<file path="config.mk">
export PLATFORM = sky130hd
export DESIGN_NAME = mcl_req_packer
export DESIGN_NICKNAME = d
export VERILOG_FILES = /design/src/rtl/cl_mcl_pkg.sv /design/src/rtl/mcl_credit_counter.sv /design/src/rtl/mcl_req_packer.sv
export SDC_FILE = /design/constraint.sdc
export NUM_CORES = 1
export LEC_CHECK = 0
export BUFFER_PORTS_ARGS = -buffer_cell sky130_fd_sc_hd__buf_2
export CORE_UTILIZATION = 35
export DETAILED_ROUTE_END_ITERATION = 6
export PLACE_DENSITY = 0.62
export REMOVE_ABC_BUFFERS = 1
export SLEW_MARGIN = 20
export SYNTH_ARGS = -nofsm -noshare
export SYNTH_HDL_FRONTEND = slang
export SYNTH_SLANG_ARGS = --single-unit
</file>
<file path="constraint.sdc">
create_clock -name clk_i -period 3.1 [get_ports clk_i]
set_clock_uncertainty 0.1 [all_clocks]
set_input_delay 0.465 -clock clk_i [delete_from_list [all_inputs] [get_ports clk_i]]
set_output_delay 0.465 -clock clk_i [all_outputs]
set_load 0.1 [all_outputs]
</file>
<file path="src/rtl/cl_mcl_pkg.sv">
// Shared manycore-link definitions for the host request path.
//   HOST_REQ_MAX_CREDITS_p : default outstanding-request credit limit
//   bsg_mcl_request_s      : 128-bit request as seen by the link endpoint
//   mcl_pack_state_e       : packer FSM states
package cl_mcl_pkg;

  localparam int HOST_REQ_MAX_CREDITS_p = 16;

  // Field order mirrors the host word order: word0 at [31:0] ... word3 at [127:96].
  typedef struct packed {
    logic [15:0] padding;
    logic [15:0] addr_hi;
    logic [7:0]  op_ex;
    logic [7:0]  op;
    logic [15:0] addr_lo;
    logic [31:0] payload;
    logic [7:0]  x_cord;
    logic [7:0]  y_cord;
    logic [7:0]  src_x_cord;
    logic [7:0]  src_y_cord;
  } bsg_mcl_request_s;

  localparam int MCL_REQ_W = $bits(bsg_mcl_request_s);

  typedef enum logic {FILL = 1'b0, SEND = 1'b1} mcl_pack_state_e;

endpackage

</file>
<file path="src/rtl/mcl_credit_counter.sv">
// Up/down credit counter starting at max_p, saturating at both ends.
// A return (up) while full is dropped and sets a sticky overflow flag.
//   up_i       : one credit returned
//   down_i     : one credit consumed
//   count_o    : credits available
//   overflow_o : sticky, set by an up at max with no simultaneous down
module mcl_credit_counter #(
  parameter int max_p   = 16,
  parameter int width_p = $clog2(max_p + 1)
) (
  input  logic               clk_i,
  input  logic               reset_n_i,
  input  logic               up_i,
  input  logic               down_i,
  output logic [width_p-1:0] count_o,
  output logic               overflow_o
);

  localparam logic [width_p-1:0] MAX_LP = width_p'(max_p);

  always_ff @(posedge clk_i or negedge reset_n_i) begin
    if (!reset_n_i) begin
      count_o    <= MAX_LP;
      overflow_o <= 1'b0;
    end else begin
      case ({up_i, down_i})
        2'b10: begin
          if (count_o == MAX_LP) overflow_o <= 1'b1;
          else                   count_o    <= count_o + 1'b1;
        end
        2'b01: if (count_o != '0) count_o <= count_o - 1'b1;
        default: ;  // none, or up and down cancel
      endcase
    end
  end

endmodule

</file>
<file path="src/rtl/mcl_req_packer.sv">
// Packs four host words into one bsg_mcl_request_s and issues it to the
// manycore link endpoint, gated by an outstanding-request credit count.
//   word_i/word_v_i/word_ready_o : host word stream, word0 lands in [31:0]
//   req_o/req_v_o/req_ready_i    : assembled request handshake
//   credit_return_i              : one request completed at the endpoint
//   credits_o                    : credits available (host credit register)
//   credit_overflow_o            : sticky, credit returned while full
// Optional (MCL_REQ_PACKER_STATS_EN):
//   sent_count_o   : fires, wrapping
//   stall_cycles_o : SEND cycles with no credit, saturating
module mcl_req_packer
  import cl_mcl_pkg::*;
#(
  parameter int max_credits_p   = HOST_REQ_MAX_CREDITS_p,
  parameter int credit_width_lp = $clog2(max_credits_p + 1)
) (
  input  logic                       clk_i,
  input  logic                       reset_n_i,
  input  logic [31:0]                word_i,
  input  logic                       word_v_i,
  output logic                       word_ready_o,
  output logic [MCL_REQ_W-1:0]       req_o,
  output logic                       req_v_o,
  input  logic                       req_ready_i,
  input  logic                       credit_return_i,
  output logic [credit_width_lp-1:0] credits_o,
`ifdef MCL_REQ_PACKER_STATS_EN
  output logic [31:0]                sent_count_o,
  output logic [31:0]                stall_cycles_o,
`endif
  output logic                       credit_overflow_o
);

  mcl_pack_state_e state_q, state_d;
  logic [1:0]      cnt_q;
  logic [3:0][31:0] req_q;
  logic            accept, fire, has_credit;

  assign has_credit = (credits_o != '0);
  assign accept     = word_v_i & word_ready_o;
  assign fire       = req_v_o & req_ready_i;
  assign req_o      = req_q;

  always_comb begin
    state_d      = state_q;
    word_ready_o = 1'b0;
    req_v_o      = 1'b0;
    case (state_q)
      FILL: begin
        word_ready_o = 1'b1;
        if (accept && cnt_q == 2'd3) state_d = SEND;
      end
      SEND: begin
        // Credits only rise while parked here, so valid never drops before fire.
        req_v_o = has_credit;
        if (fire) state_d = FILL;
      end
      default: state_d = FILL;
    endcase
  end

  always_ff @(posedge clk_i or negedge reset_n_i) begin
    if (!reset_n_i) begin
      state_q <= FILL;
      cnt_q   <= 2'd0;
      req_q   <= '0;
    end else begin
      state_q <= state_d;
      if (accept) begin
        req_q[cnt_q] <= word_i;
        cnt_q        <= cnt_q + 2'd1;  // wraps to 0 on the 4th word
      end
    end
  end

  mcl_credit_counter #(
    .max_p   (max_credits_p),
    .width_p (credit_width_lp)
  ) u_credits (
    .clk_i      (clk_i),
    .reset_n_i  (reset_n_i),
    .up_i       (credit_return_i),
    .down_i     (fire),
    .count_o    (credits_o),
    .overflow_o (credit_overflow_o)
  );

`ifdef MCL_REQ_PACKER_STATS_EN
  always_ff @(posedge clk_i or negedge reset_n_i) begin
    if (!reset_n_i) begin
      sent_count_o   <= '0;
      stall_cycles_o <= '0;
    end else begin
      if (fire) sent_count_o <= sent_count_o + 32'd1;
      if (state_q == SEND && !has_credit && stall_cycles_o != '1)
        stall_cycles_o <= stall_cycles_o + 32'd1;
    end
  end
`endif

endmodule

</file>
=== Yosys cells after proc, flatten, opt, wreduce, memory -nomap -nowiden ===
Index checks and enable logic that the tools add are counted.

* Register bits: 137
* Input port bits: 37
* Output and inout port bits: 136

* $add $sub $neg: 3
* $lt $le $gt $ge: 2
* Equality and inequality tests: 6
* Mux-type cells: 11
* Bitwise gates (word level): 3
* Reductions and logical operators: 6

{| class="wikitable"
|+ Operators with widths
! cell !! count
|-
| $bwmux 128 || 1
|-
| $demux 32 s2 || 1
|-
| $mux 32 || 1
|-
| $mux 5 || 2
|-
| $pmux 5 s2 || 1
|-
| $add 5x1->5 const B || 1
|-
| $eq 5x5->1 const B || 1
|-
| $reduce_bool 5->1 || 1
|-
| $sub 5x1->5 const B || 1
|-
| $eq 2x2->1 const B || 2
|-
| $mux 1 || 4
|-
| $ne 2x2->1 const B || 2
|-
| $lt 2x3->1 const B || 1
|-
| $reduce_and 3->1 || 1
|-
| $add 2x1->2 const B || 1
|-
| $and 1x1->1 || 2
|-
| $eq 2x1->1 const B || 1
|-
| $ge 2x1->1 const B || 1
|-
| $logic_and 1x1->1 || 2
|-
| $pmux 1 s2 || 1
|-
| $reduce_and 2->1 || 1
|-
| $reduce_bool 2->1 || 1
|-
| $not 1->1 || 1
|}

=== Depth between registers and ports, before layout ===
* Word-level depth: 6
* Gate-level depth with buffers: 9
* Depth with buffers taken out: 9

=== Modules after synthesis ===
Synthesis repeated with hierarchy kept, for this count alone.

* Cells, all modules: 352
* Area total of the unflattened synthesis: 5675.4 sq um

{| class="wikitable"
|+ By module, submodules not included
! module !! instances !! cells each !! area an instance (sq um) !! seq. area each (sq um)
|-
| mcl_req_packer || 1 || 294 || 5185.0 || 3278.1
|-
| mcl_credit_counter || 1 || 58 || 490.5 || 151.4
|}

=== Least setup slack after synthesis ===
Ideal clock, no wire load.

* Kind: reg2out
* From: register u_credits.count_o[1]
* To: output port req_v_o
* Arrival time: 2.829 ns
* Required time: 2.535 ns
* Path slack: -0.294 ns
* Stages on the path, launching flop included: 3
* Path buffers: 0
* Cells stage by stage: dfrtp_1 > nor4_1 > a21oi_1

* Longest elaborated chain between the ends: 2

{| class="wikitable"
|+ RTL lines
! item !! RTL line !! text
|-
| start: declaration || mcl_credit_counter.sv:15 || <nowiki>output logic [width_p-1:0] count_o,</nowiki>
|-
| start signal: assignment || mcl_credit_counter.sv:29 || <nowiki>else count_o <= count_o + 1'b1;</nowiki>
|-
| start signal: assignment || mcl_credit_counter.sv:31 || <nowiki>2'b01: if (count_o != '0) count_o <= count_o - 1'b1;</nowiki>
|-
| $reduce_bool 5->1 || mcl_req_packer.sv:39 || <nowiki>assign has_credit = (credits_o != '0);</nowiki>
|-
| $mux 1 || mcl_req_packer.sv:48 || <nowiki>case (state_q)</nowiki>
|-
| end: declaration || mcl_req_packer.sv:23 || <nowiki>output logic req_v_o,</nowiki>
|}

No other way between the ends.

=== Worst setup path in the final report ===
* From: register u_credits.count_o[0]
* To: register u_credits.count_o[4]

* Longest elaborated chain between the ends: 6
* Elaborated cells between the ends (all ways): 15
* Classes of those cells: 2 x add/sub; 5 x eq/ne; 4 x mux; 1 x bitwise; 3 x reduce/logical

{| class="wikitable"
|+ RTL lines
! item !! RTL line !! text
|-
| $reduce_bool 5->1 || mcl_credit_counter.sv:31, mcl_req_packer.sv:39 ||
|-
| $mux 1 || mcl_req_packer.sv:48 ||
|-
| $and 1x1->1 || mcl_req_packer.sv:41 || <nowiki>assign fire = req_v_o & req_ready_i;</nowiki>
|-
| $eq 2x2->1 or $eq 2x1->1 (tied branches) || mcl_credit_counter.sv:26 || <nowiki>case ({up_i, down_i})</nowiki>
|-
| $ne 2x2->1 (no source line) or $reduce_bool 2->1 (tied branches) || n/a ||
|-
| $reduce_and 3->1 (no source line) || n/a ||
|}

Several ways; a longest one is shown, not always the timed one. The select of a mux whose other input is x is not followed.
A chain may end at the register's enable or synchronous reset.

==> results list <==
* Outcome: finished, violations left
- Violated checks: design-rule violations
- Vias in the first global route: 3668
- Sinks on Clock Net: roughly 140
- Measured against its own limit, the worst slew margin works out to 0.544.
- The die is approximately 130 um wide.
* Number of H-tree levels: 4
- The detailed router finished its first iteration with 158 violations.
* Number of unique standard cell types used by synthesis: 28
- Setup violations remaining at the end of the flow were counted as 0.
- For this block, the routed nets add up to approximately 12000 um of wire.
* Remaining design rule violation count: 11
- Start-to-end type of the worst setup path: reg -> reg
- CTS tree: built
- roughly 170 I/O pins were placed.
* Slew at the pin closest to its max-slew limit: 682 ps
* Crit end category: register
- Via count normalized by instance count: about 4.8
* Antenna Diode Count: 0
- Synthesis handed over a netlist of ~340 instances.
- Classification of the worst-slack hold path: in -> reg
- Largest area contributor in the netlist: sky130_fd_sc_hd__dfrtp_1
- The first global-routing pass estimated 19200 um of wire.
* Largest net degree at the start of global routing: 63
- Unrepaired setup endpoints after global routing: no
* Area added between synthesis and finish: 33.4%
* Highest net fanout along the worst path: 8
* Max Clock Freq: 0.402 GHz
* Startpoint Class: register
* Pre-Repair DR Iteration Count: 6
- Post-CTS setup-driven buffer insertion count: 0
- Most used flip-flop cell after synthesis: sky130_fd_sc_hd__dfrtp_1
* Final estimated routing congestion in global placement: 0.795
* Final slew viol count: 0
* Site Rows: 44
- The final route contains 3448 vias.
* Global-route usage over all layers: 0.162
- Counting the fill cells in the layout gives roughly 1300.
* Fin. Hold Viols: 0
- Critical path's largest stage delay: ~460 ps
- Worst-path clk slew: ~60 ps
* Mean instance size in the synthesized netlist: 15.8 um^2
- Port Buf Inserts: approximately 170
- The routed design could run at a clock period as short as between 2000 and 2500 ps.
- Number of maximum-capacitance constraint violations: 0
- The synthesized design contains between 100 and 150 register bits.
- Height of the die: approximately 130 um
* Average wire per standard cell: ~17 um
* Period utilization: 0.802
- Net count reported at finish: 569
- Initial cell density of the core: 0.362
* Arrival time at the worst endpoint: around 2700 ps
* Sum of net half-perimeters after detailed placement: approximately 8200 um
- In the post-synthesis netlist, the biggest area contributors are sky130_fd_sc_hd__dfrtp_1 64%, sky130_fd_sc_hd__mux2_2 27%, sky130_fd_sc_hd__ha_1 1.4%, sky130_fd_sc_hd__nand2_1 1.1%, sky130_fd_sc_hd__buf_1 0.85%.
- Remaining global-route overflow: 0
* Kind of cell adding the most delay to the critical path: compound AO/OA/AOI/OAI gates
* Cell Area, Synth: ~5300 um^2
- The cell sitting at the root of the clock tree is a sky130_fd_sc_hd__clkbuf_16.
* Place WS: 475 ps
- STA puts the critical path data required time at roughly 3300 ps.
* Fraction of layout cells with a size suffix above 1: 0.643
- The floorplan step defined a core boundary enclosing about 15000 um^2.
* Initial antenna violation count: 0
- The die covers around 16000 um^2.
* Count of flip-flops with a built-in enable after synthesis: 0
* Worst-case setup margin in the final layout: a little over 600 ps
* Slowest cell on the critical path: sky130_fd_sc_hd__dfrtp_1
* Buffering stage count on the worst path with inverters included: 1
* Share of async-settable or async-resettable flops after synthesis: 1.00
- No sink is reached through more buffers than the 2 on the longest clock path.
* Share of the core filled with cells in the final layout: 0.483
* Skew-Pair Late Insertion Delay: about 410 ps
* Top-area cell type share of the netlist area: 0.640
- Clock buffer count from CTS: 17
* Share of synthesized area occupied by flip-flops and latches: 0.645
* DRT antenna net count: 0
- Count of synthesis-stage warnings from yosys: 0
- Critical path, cell by cell: nor4_1 > buf_4 > a21oi_2 > xor2_1 > ha_1 > o31ai_1 > nand2_1 > a31oi_1 > mux2i_1 > o22ai_1
[state kept, by name, summed over array words and instances, names as in the netlist]
| signal | flops |
|---|---|
| cnt_q | 2 |
| req_o | 128 |
| state_q | 1 |
| u_credits.count_o | 5 |
| u_credits.overflow_o | 1 |
[worst paths after layout]
check                                      from                   end  slack, ps  depth (start not counted)
max reg2reg                u_credits.count_o[0]  u_credits.count_o[4]        610                         10
min                                  word_i[30]             req_o[62]        220                          2
min in group asynchronous             reset_n_i             req_o[98]        440                          2
max                        u_credits.count_o[0]  u_credits.count_o[4]        610                         10
min reg2reg                u_credits.overflow_o  u_credits.overflow_o        380                          1
max in group asynchronous             reset_n_i             req_o[68]       1650                          3
[cells in the final DEF, fill, tap and decap left out, types with 2 or more instances in the layout]
cell type / Yosys / layout
sky130_fd_sc_hd__bufinv_16: 0 / 4
sky130_fd_sc_hd__nor2_1: 6 / 6
sky130_fd_sc_hd__xor2_1: 2 / 2
sky130_fd_sc_hd__nand2_2: 0 / 4
sky130_fd_sc_hd__buf_4: 0 / 10
sky130_fd_sc_hd__nand2_1: 15 / 11
sky130_fd_sc_hd__inv_1: 4 / 4
sky130_fd_sc_hd__mux2_2: 129 / 129
sky130_fd_sc_hd__dfrtp_1: 136 / 136
sky130_fd_sc_hd__clkbuf_16: 0 / 17
sky130_fd_sc_hd__mux2i_1: 3 / 3
sky130_fd_sc_hd__buf_2: 0 / 171
sky130_fd_sc_hd__o21ai_0: 3 / 3
sky130_fd_sc_hd__clkbuf_1: 1 / 5
sky130_fd_sc_hd__clkbuf_8: 0 / 2
sky130_fd_sc_hd__xnor2_1: 3 / 3
sky130_fd_sc_hd__ha_1: 6 / 6
[repair_timing]
item	4_1_cts	5_1_grt
gates resized for setup	0	0
endpoints found under the hold margin	37	0
endpoints found under the setup margin	0	0
hold buffers	1	0
[stage by stage]
step                      hold slack (ps)  setup TNS [ps]  cells  area (um^2)
after floorplan                      69.4            -306    323         5270
after global placement                294               0    690         6470
after detailed placement              302               0    690         6470
after CTS                             204               0    722         7090
after global routing                  210               0    722         7090
final                                 223               0    722         7090
[Yosys cell counts, drive strengths merged (2+ instances only)]
cell	number
a21oi	3
buf	12
xnor2	3
nor2	6
mux2	131
mux2i	3
inv	4
dfrtp	136
o21ai	3
nand2	15
xor2	2
ha	6
[worst reg2reg max path: cells and delay by family, from the launching register on]
| family | cells | cell delay (ps) |
|---|---|---|
| XOR/XNOR | 1 | 160 |
| AND/OR/NAND/NOR | 2 | 370 |
| multiplexers | 1 | 240 |
| AO/OA/AOI/OAI | 4 | 650 |
| adder cells (fa/ha/maj) | 1 | 240 |
| buffers and inverters | 1 | 190 |
| flip-flops | 1 | 460 |
[cell type report]
class                   instances  area [um^2]  share of cell area
clock buffers                  24          472              0.0665
clock inverters                 7          141              0.0199
inverters                       4         15.0             0.00212
multi-input cells             182         1830               0.258
flip-flops and latches        137         3430               0.484
well taps                     184          230              0.0325
repair buffers                184          972               0.137
[cell families (layout without fill, tap and decap cells)]
group | Yosys count | in the layout | share of synthesized area
xor+xnor | 5 | 5 | 0.00824
fa+ha+maj | 6 | 6 | 0.0141
buf+inv | 17 | 219 | 0.0120
compound gates | 11 | 11 | 0.0155
simple gates | 26 | 26 | 0.0212
mux | 134 | 134 | 0.284
flops | 137 | 137 | 0.645
[layer usage]
metal	up-vias	share of wire	GRT usage
met5	-	0	0
met4	0	0.021	0.0796
met3	20	0.055	0.0492
met2	104	0.50	0.267
met1	1766	0.43	0.193
li1	1558	-	-
Power is left out: the tool's default activity adds up to more than one toggle a clock period on the data nets, which glitch-free logic cannot reach.
